--- src/rtl/regfile_pkg.sv ---
// Shared regfile write-port types and constants. The REGFILE_WR_ARB_RR_EN macro is read by
// the arbiter files that import this package.
package regfile_pkg;

   localparam int REG_ADDR_W = 5;
   localparam int REG_DATA_W = 32;
   localparam logic [REG_ADDR_W-1:0] REG_ZERO = 5'd0;

   // Width of the req1 starvation counter; STARVE_LIMIT must fit (1..15).
   localparam int SC_W = 4;

   typedef struct packed {
      logic [REG_ADDR_W-1:0] addr;
      logic [REG_DATA_W-1:0] data;
   } wb_req_t;

   typedef enum logic [1:0] {
      GNT_NONE = 2'd0,
      GNT_REQ0 = 2'd1,
      GNT_REQ1 = 2'd2
   } grant_e;

endpackage

--- src/rtl/regfile_wr_arbiter_sel.sv ---
// Grant selection for the regfile write arbiter: fixed priority to req0 with a req1 starvation
// counter, or a 1-bit round-robin pointer when REGFILE_WR_ARB_RR_EN is defined.
module wr_arb_sel
   import regfile_pkg::*;
#(
   parameter int STARVE_LIMIT = 4
) (
   input  logic   clk,
   input  logic   rst,
   input  logic   req0_valid,
   input  logic   req1_valid,
   output logic   req0_ready,
   output logic   req1_ready,
   output logic   starve_boost,
   output grant_e grant
);

`ifdef REGFILE_WR_ARB_RR_EN

   // last_q = 1 means req1 won the most recent transfer; reset there so req0 wins first.
   logic last_q;
   logic last_d;

   always_comb begin
      starve_boost = 1'b0;
      req0_ready   = !(req1_valid && !last_q);
      req1_ready   = !(req0_valid && last_q);
      last_d       = last_q;
      if (req0_valid && req0_ready) begin
         last_d = 1'b0;
      end else if (req1_valid && req1_ready) begin
         last_d = 1'b1;
      end
   end

   always_ff @(posedge clk or posedge rst) begin
      if (rst) begin
         last_q <= 1'b1;
      end else begin
         last_q <= last_d;
      end
   end

`else

   localparam logic [SC_W-1:0] LIMIT = SC_W'(STARVE_LIMIT);

   logic [SC_W-1:0] sc_q;
   logic [SC_W-1:0] sc_d;

   // NOTE: every output gets a default before any branch, so no path can infer a latch.
   always_comb begin
      starve_boost = (sc_q == LIMIT);
      req0_ready   = !starve_boost;
      req1_ready   = starve_boost || !req0_valid;
      sc_d         = sc_q;
      if (!req1_valid || req1_ready) begin
         sc_d = '0;
      end else if (sc_q != LIMIT) begin
         sc_d = sc_q + 1'b1;
      end
   end

   // NOTE: state registers use non-blocking assignments so all flops update from pre-edge values.
   always_ff @(posedge clk or posedge rst) begin
      if (rst) begin
         sc_q <= '0;
      end else begin
         sc_q <= sc_d;
      end
   end

`endif

   // The ready equations never let both requesters transfer in the same cycle.
   always_comb begin
      grant = GNT_NONE;
      if (req0_valid && req0_ready) begin
         grant = GNT_REQ0;
      end else if (req1_valid && req1_ready) begin
         grant = GNT_REQ1;
      end
   end

endmodule

--- src/rtl/regfile_wr_arbiter.sv ---
// Two-requester regfile write-port arbiter with registered write slot and x0 filter.
// Define REGFILE_WR_ARB_RR_EN for round-robin arbitration instead of fixed priority + starvation.
module regfile_wr_arbiter
   import regfile_pkg::*;
#(
   parameter int ADDR_W       = REG_ADDR_W,
   parameter int DATA_W       = REG_DATA_W,
   parameter int STARVE_LIMIT = 4
) (
   input  logic              clk,
   input  logic              rst,
   input  logic              req0_valid,
   output logic              req0_ready,
   input  logic [ADDR_W-1:0] req0_addr,
   input  logic [DATA_W-1:0] req0_data,
   input  logic              req1_valid,
   output logic              req1_ready,
   input  logic [ADDR_W-1:0] req1_addr,
   input  logic [DATA_W-1:0] req1_data,
   output logic              we,
   output logic [ADDR_W-1:0] rd_addr,
   output logic [DATA_W-1:0] rd_data,
   output logic              starve_boost
);

   grant_e grant;

   wr_arb_sel #(
      .STARVE_LIMIT(STARVE_LIMIT)
   ) u_sel (
      .clk         (clk),
      .rst         (rst),
      .req0_valid  (req0_valid),
      .req1_valid  (req1_valid),
      .req0_ready  (req0_ready),
      .req1_ready  (req1_ready),
      .starve_boost(starve_boost),
      .grant       (grant)
   );

   logic [ADDR_W-1:0] sel_addr;
   logic [DATA_W-1:0] sel_data;
   logic              we_q;
   logic              we_d;
   logic [ADDR_W-1:0] rd_addr_q;
   logic [ADDR_W-1:0] rd_addr_d;
   logic [DATA_W-1:0] rd_data_q;
   logic [DATA_W-1:0] rd_data_d;

   // An x0 transfer still completes the handshake and loads addr/data, but never raises we.
   always_comb begin
      sel_addr  = req0_addr;
      sel_data  = req0_data;
      if (grant == GNT_REQ1) begin
         sel_addr = req1_addr;
         sel_data = req1_data;
      end
      we_d      = 1'b0;
      rd_addr_d = rd_addr_q;
      rd_data_d = rd_data_q;
      if (grant != GNT_NONE) begin
         we_d      = (sel_addr != ADDR_W'(REG_ZERO));
         rd_addr_d = sel_addr;
         rd_data_d = sel_data;
      end
   end

   // NOTE: the data slot is reset on purpose: it is a single output register, not a storage
   // array, and an in-flight write must be discarded with the outputs reading back as zero.
   always_ff @(posedge clk or posedge rst) begin
      if (rst) begin
         we_q      <= 1'b0;
         rd_addr_q <= '0;
         rd_data_q <= '0;
      end else begin
         we_q      <= we_d;
         rd_addr_q <= rd_addr_d;
         rd_data_q <= rd_data_d;
      end
   end

   assign we      = we_q;
   assign rd_addr = rd_addr_q;
   assign rd_data = rd_data_q;

endmodule

--- config.mk ---
export PLATFORM = sky130hd
export DESIGN_NAME = regfile_wr_arbiter
export DESIGN_NICKNAME = d
export VERILOG_FILES = /design/src/rtl/regfile_pkg.sv /design/src/rtl/regfile_wr_arbiter_sel.sv /design/src/rtl/regfile_wr_arbiter.sv
export SDC_FILE = /design/constraint.sdc
export NUM_CORES = 1
export LEC_CHECK = 0
export ABC_CLOCK_PERIOD_IN_PS = 4030
export BUFFER_PORTS_ARGS = -buffer_cell sky130_fd_sc_hd__buf_2
export CORE_MARGIN = 4
export CORE_UTILIZATION = 40
export DETAILED_ROUTE_END_ITERATION = 7
export GPL_ROUTABILITY_DRIVEN = 0
export GPL_TIMING_DRIVEN = 0
export PLACE_DENSITY_LB_ADDON = 0.12
export SYNTH_ARGS = -nofsm -noshare
export SYNTH_HDL_FRONTEND = slang
export SYNTH_SLANG_ARGS = --single-unit
--- constraint.sdc ---
create_clock -name clk -period 4.03 [get_ports clk]
set_clock_uncertainty 0.2 [all_clocks]
set_input_delay 0.403 -clock clk [delete_from_list [all_inputs] [get_ports clk]]
set_output_delay 0.403 -clock clk [all_outputs]
set_load 0.01 [all_outputs]
After elaboration in Yosys (flattened, before gate mapping)
Cells that the tools add are included.
{"block": "op_classes", "add_sub_neg": 1, "n_eq_ne": 3, "muxes": 7, "reduce_logical": 10}
{"operator": "$mux W32", "count": 1}
{"operator": "$mux W4", "count": 2}
{"operator": "$mux W5", "count": 1}
{"operator": "$reduce_bool A5 Y1", "count": 1}
{"operator": "$add A4 B1 Y4 const B", "count": 1}
{"operator": "$eq A4 B3 Y1 const B", "count": 1}
{"operator": "$mux W2", "count": 2}
{"operator": "$ne A4 B3 Y1 const B", "count": 1}
{"operator": "$reduce_bool A2 Y1", "count": 2}
{"operator": "$logic_not A1 Y1", "count": 3}
{"operator": "$eq A2 B2 Y1 const B", "count": 1}
{"operator": "$logic_and A1 B1 Y1", "count": 2}
{"operator": "$logic_or A1 B1 Y1", "count": 2}
{"operator": "$mux W1", "count": 1}
{"block": "word_totals", "register_bits": 42, "input_bits": 78}

Depth between registers and ports, before layout
{"block": "logic_depth", "ltp_word": 9, "depth_mapped": 7}

Hierarchy
A second synthesis with hierarchy kept.
{"block": "hier_totals", "hier_cells": 190, "hier_area_um2": 1980.6}
{"mod": "regfile_wr_arbiter", "n_inst": 1, "cells_each": 167, "area_per_inst_um2": 1750.4, "seq_area_each_um2": 950.9}
{"mod": "wr_arb_sel", "n_inst": 1, "cells_each": 23, "area_per_inst_um2": 230.2, "seq_area_each_um2": 100.1}

Worst setup path before layout
No wires, ideal clock.
{"block": "synth_timing", "kind": "register to register", "from": "reg u_sel.sc_q[0]", "to": "reg rd_addr_q[0], in the netlist rd_addr[0]", "setup_ns": 0.125, "arrival_ns": 1.419, "required_ns": 3.705, "path_slack_ns": 2.286, "path_stages_with_launch": 8, "n_path_buf": 2, "cell_sequence": "dfrtp_1 > inv_1 > ha_1 > nand3b_4 > nand2_2 > buf_6 > buf_8 > mux2_4"}
{"block": "synth_via", "word_cells_on_any_way": 10, "classes_between": "2 x eq/ne; 3 x mux; 5 x reduce/logical"}
{"element": "start, declared", "line_no": "regfile_wr_arbiter_sel.sv:48", "source": "logic [SC_W-1:0] sc_q;"}
{"element": "start signal, assigned", "line_no": "regfile_wr_arbiter_sel.sv:67", "source": "sc_q <= '0;"}
{"element": "start signal, assigned", "line_no": "regfile_wr_arbiter_sel.sv:69", "source": "sc_q <= sc_d;"}
{"element": "$eq A4 B3 Y1 (*)", "line_no": "regfile_wr_arbiter_sel.sv:53", "source": "starve_boost = (sc_q == LIMIT);"}
{"element": "$logic_not A1 Y1 (*)", "line_no": "regfile_wr_arbiter_sel.sv:54", "source": "req0_ready = !starve_boost;"}
{"element": "named net req0_ready", "line_no": "regfile_wr_arbiter.sv:13", "source": "output logic req0_ready,"}
{"element": "$logic_and A1 B1 Y1 (*)", "line_no": "regfile_wr_arbiter_sel.sv:78", "source": "if (req0_valid && req0_ready) begin"}
{"element": "$mux W2 (*)", "line_no": "regfile_wr_arbiter_sel.sv:78"}
{"element": "$eq A2 B2 Y1", "line_no": "regfile_wr_arbiter.sv:54", "source": "if (grant == GNT_REQ1) begin"}
{"element": "$mux W5", "line_no": "regfile_wr_arbiter.sv:54"}
{"element": "end signal, assigned", "line_no": "regfile_wr_arbiter.sv:77", "source": "rd_addr_q <= rd_addr_d;"}
{"element": "end, declared", "line_no": "regfile_wr_arbiter.sv:45", "source": "logic [ADDR_W-1:0] rd_addr_q;"}
The timed path passes the listed nets; every way through them passes the cells marked *.
A chain may end at the register's enable or synchronous reset.

Worst setup path in the final report
{"block": "layout_timing", "from": "reg u_sel.sc_q[0]", "to": "out req1_ready"}
{"block": "layout_via", "elab_chain_cells": 2}
{"element": "$eq A4 B3 Y1", "line_no": "regfile_wr_arbiter_sel.sv:53"}
{"element": "$logic_or A1 B1 Y1", "line_no": "regfile_wr_arbiter_sel.sv:55", "source": "req1_ready = starve_boost || !req0_valid;"}
{"element": "end, declared", "line_no": "regfile_wr_arbiter.sv:17", "source": "output logic req1_ready,"}
Every way passes these cells.

==> out/qor.json <==
{
  "clock_tree.buffer_depth": {"value": 2},
  "internal_power": {"value": 719, "unit": "uW"},
  "min_from": {"value": "req0_data[10]"},
  "post_cts_resized": {"value": 0},
  "timing.final.max_slew_violations": {"value": 0},
  "timing.critical_path.from_type": {"value": "flop"},
  "place.detailed.hpwl": {"value": 3540, "unit": "um"},
  "clock_tree_from_tritoncts": {"value": "done"},
  "layout-drive-gt1-share": {"value": 76.5, "unit": "%"},
  "final_cell_count_no_fill": {"value": 342},
  "worstRegToRegCells": {"value": 7},
  "vias_per_cell": {"value": 4.54},
  "placedInstanceArea": {"value": 2870, "unit": "um2"},
  "groute.usage.overall": {"value": 13.5, "unit": "%"},
  "cp_slowest_stage_delay": {"value": 0.41, "unit": "ns"},
  "timing.fmax": {"value": 445, "unit": "MHz"},
  "insertion_delay": {"value": 0.28, "unit": "ns"},
  "vias_in_the_first_global_route": {"value": 1565},
  "total_switching_power": {"value": 235, "unit": "uW"},
  "drt_first_iter_violations": {"value": 22},
  "number_of_cells_after_detailed_placement": {"value": 334},
  "vdd_ir_drop_max": {"value": 0.151, "unit": "mV"},
  "placement.io_buffers": {"value": 117},
  "combPwrFrac": {"value": 24.0, "unit": "%"},
  "shortest_clock_period_the_worst_path_allows_after_layout": {"value": 2.25, "unit": "ns"},
  "p_leak": {"value": 1.49, "unit": "nW"},
  "min_period_over_period": {"value": 55.8, "unit": "%"},
  "drc": {"value": 0},
  "seq_area_frac_synth": {"value": 48.6, "unit": "%"},
  "synth.distinct_cells": {"value": 18},
  "maxSlewHeadroom": {"value": 68.4, "unit": "%"},
  "timing.setup.tns": {"value": 0, "unit": "ns"},
  "r2r_setup_slack": {"value": 2.19, "unit": "ns"},
  "crit_family": {"value": "buffers and inverters"},
  "drtPass1Iterations": {"value": 4},
  "clk_transition_reported_paths": {"value": 0.07, "unit": "ns"},
  "final_area": {"value": 2950, "unit": "um2"},
  "cts_sinks": {"value": 42},
  "nets_in_the_synthesized_netlist": {"value": 226},
  "wl_per_cell": {"value": 13.2, "unit": "um"},
  "worst_hold_path_ep": {"value": "rd_data[10]"},
  "grt_setup_unrepaired": {"value": "false"},
  "crit_type": {"value": "flop to output port"},
  "antenna_cells_inserted": {"value": 0},
  "outcome": {"value": "finished clean"},
  "design.final.nets": {"value": 352},
  "cts-buffers-inserted": {"value": 5},
  "setup_viol_count_final": {"value": 0},
  "clkPwrFrac": {"value": 25.7, "unit": "%"},
  "initial_utilization": {"value": 41.8, "unit": "%"},
  "ys_seq_elements": {"value": 42},
  "core-area": {"value": 5170, "unit": "um2"},
  "dieArea": {"value": 6650, "unit": "um2"},
  "placement.setup.worst_slack": {"value": 2.06, "unit": "ns"},
  "worst_path_max_delay_cell": {"value": "sky130_fd_sc_hd__dfrtp_1"},
  "worst_r2r_src": {"value": "u_sel.sc_q[0]"},
  "timing.final.ws_setup": {"value": 1.78, "unit": "ns"},
  "power.sequential.fraction": {"value": 50.3, "unit": "%"},
  "htree_levels": {"value": 2},
  "number_of_antenna_violations_at_the_first_check_in_global_routing": {"value": 0},
  "synth_area": {"value": 2160, "unit": "um2"},
  "synth.yosys.warnings": {"value": 0},
  "grt_pass1_wl": {"value": 6930, "unit": "um"},
  "cp.buffers_inverters": {"value": 4},
  "finish.utilization": {"value": 57.1, "unit": "%"},
  "syn_area_per_cell": {"value": 14.8, "unit": "um2"},
  "worst_hold_path.num_cells": {"value": 2},
  "fp.dieH": {"value": 81.6, "unit": "um"},
  "maxCapViolations": {"value": 0},
  "crit_arrival": {"value": 1.65, "unit": "ns"},
  "path_max_fanout": {"value": 10},
  "wl": {"value": 4510, "unit": "um"},
  "cp-end-kind": {"value": "output port"},
  "area_growth_syn_to_layout": {"value": 36.4, "unit": "%"},
  "clock_tree.root_cell": {"value": "sky130_fd_sc_hd__clkbuf_8"},
  "grt_max_degree": {"value": 24},
  "post_cts_buffers": {"value": 0},
  "sw_frac_of_total": {"value": 24.6, "unit": "%"},
  "rows": {"value": 26},
  "netlist_instances": {"value": 146},
  "path_cells": {"value": "inv_1 > ha_1 > nand3b_4 > nand2_2 > buf_6 > buf_8 > buf_2"},
  "drt.antenna.violating_nets": {"value": 0},
  "hold-worst-slack": {"value": 0.148, "unit": "ns"},
  "timing.critical_path.required": {"value": 3.43, "unit": "ns"},
  "globalRouteOverflowTotal": {"value": 0},
  "worstReg2RegEnd": {"value": "rd_data[29]"},
  "power-per-cell-area": {"value": 323, "unit": "nW/um2"},
  "dr_total_vias": {"value": 1554},
  "min-delay-path-class": {"value": "input pin to flop"},
  "finalHoldViolations": {"value": 0},
  "dieWidth": {"value": 81.6, "unit": "um"},
  "boundaryPins": {"value": 119},
  "timing_worst_slew_pin_value": {"value": 0.473, "unit": "ns"},
  "design_power_total": {"value": 953, "unit": "uW"}
}
layer usage:
metal | GRT usage (%) | vias to the layer above | wire length [um]
met4 | 3.55 | 0 | 19
met3 | 4.93 | 2 | 462
met2 | 22.5 | 72 | 2070
li1 | - | 766 | -
met1 | 16.6 | 714 | 1970
met5 | 0 | - | 0
worst register-to-register path, stage by stage (launching register included):
cell	delay, ns
sky130_fd_sc_hd__dfrtp_1	0.41
sky130_fd_sc_hd__inv_1	0.07
sky130_fd_sc_hd__ha_1	0.19
sky130_fd_sc_hd__nand3b_4	0.10
sky130_fd_sc_hd__nand2_2	0.11
sky130_fd_sc_hd__buf_6	0.17
sky130_fd_sc_hd__buf_8	0.17
sky130_fd_sc_hd__mux2_4	0.31
worst max path at each step:
stage                     depth (start not counted)     startpoint  slack, ns           to
after floorplan                                   7  u_sel.sc_q[0]       2.29   rd_addr[0]
after CTS                                         7  u_sel.sc_q[0]       1.74   req1_ready
after global routing                              7  u_sel.sc_q[0]       1.65   req1_ready
after detailed placement                          7  u_sel.sc_q[0]       2.06   req1_ready
after global placement                            2            rst       1.83  rd_data[29]
final                                             7  u_sel.sc_q[0]       1.78   req1_ready
power groups by stage:
stage	Clock, mW	Sequential (mW)	Combinational, mW
after floorplan	0	0.507	0.117
after global placement	0	0.487	0.227
after detailed placement	0	0.488	0.233
after CTS	0.256	0.480	0.234
after global routing	0.281	0.484	0.251
final	0.245	0.480	0.229
cells by family (layout without fill, tap and decap cells):
group,Yosys count,count (layout),share of synthesized area [%]
mux,75,75,41.7
compound gates,1,1,0.231
buf+inv,13,139,4.28
xor+xnor,2,2,0.809
flops,42,42,48.6
simple gates,11,11,3.24
fa+ha+maj,2,2,1.16
synth_stat cells (all sizes together):
cell,count,area [um2]
mux2,74,893
dfrtp,42,1050
buf,8,73.8
inv,5,18.8
nor2,5,18.8
ha,2,25.0
nand3,2,10.0
or4,2,15.0
mux2i,1,10.0
nand2,1,6.26
nand3b,1,20.0
o21ai,1,5.00
xnor2,1,8.76
xor2,1,8.76
registers in the layout (all words and copies together), names as in the netlist:
register	flops
we	1
rd_addr	5
rd_data	32
u_sel.sc_q	4
layout make-up:
type	instances	area, um2
tap	70	87.6
clock buffer	7	76.3
inverter	5	18.8
timing repair buffer	119	623
fill	479	2220
buffer	8	73.8
multi-input combinational	91	1020
sequential	42	1050
cell usage in the layout, fill, tap and decap left out, types with 2 or more instances in the layout:
master,n
sky130_fd_sc_hd__buf_2,119
sky130_fd_sc_hd__mux2_2,58
sky130_fd_sc_hd__dfrtp_1,42
sky130_fd_sc_hd__mux2_4,16
sky130_fd_sc_hd__nor2_1,5
sky130_fd_sc_hd__clkbuf_8,5
sky130_fd_sc_hd__inv_1,4
sky130_fd_sc_hd__buf_6,3
sky130_fd_sc_hd__nand3_1,2
sky130_fd_sc_hd__buf_4,2
sky130_fd_sc_hd__or4_1,2
sky130_fd_sc_hd__ha_1,2
sky130_fd_sc_hd__clkbuf_1,2
what timing repair did:
action,4_1_cts,5_1_grt
endpoints found under the setup margin,0,0
endpoints found under the hold margin,19,0
hold buffers,1,0
Note: power is estimated with default switching activity, not from simulation.
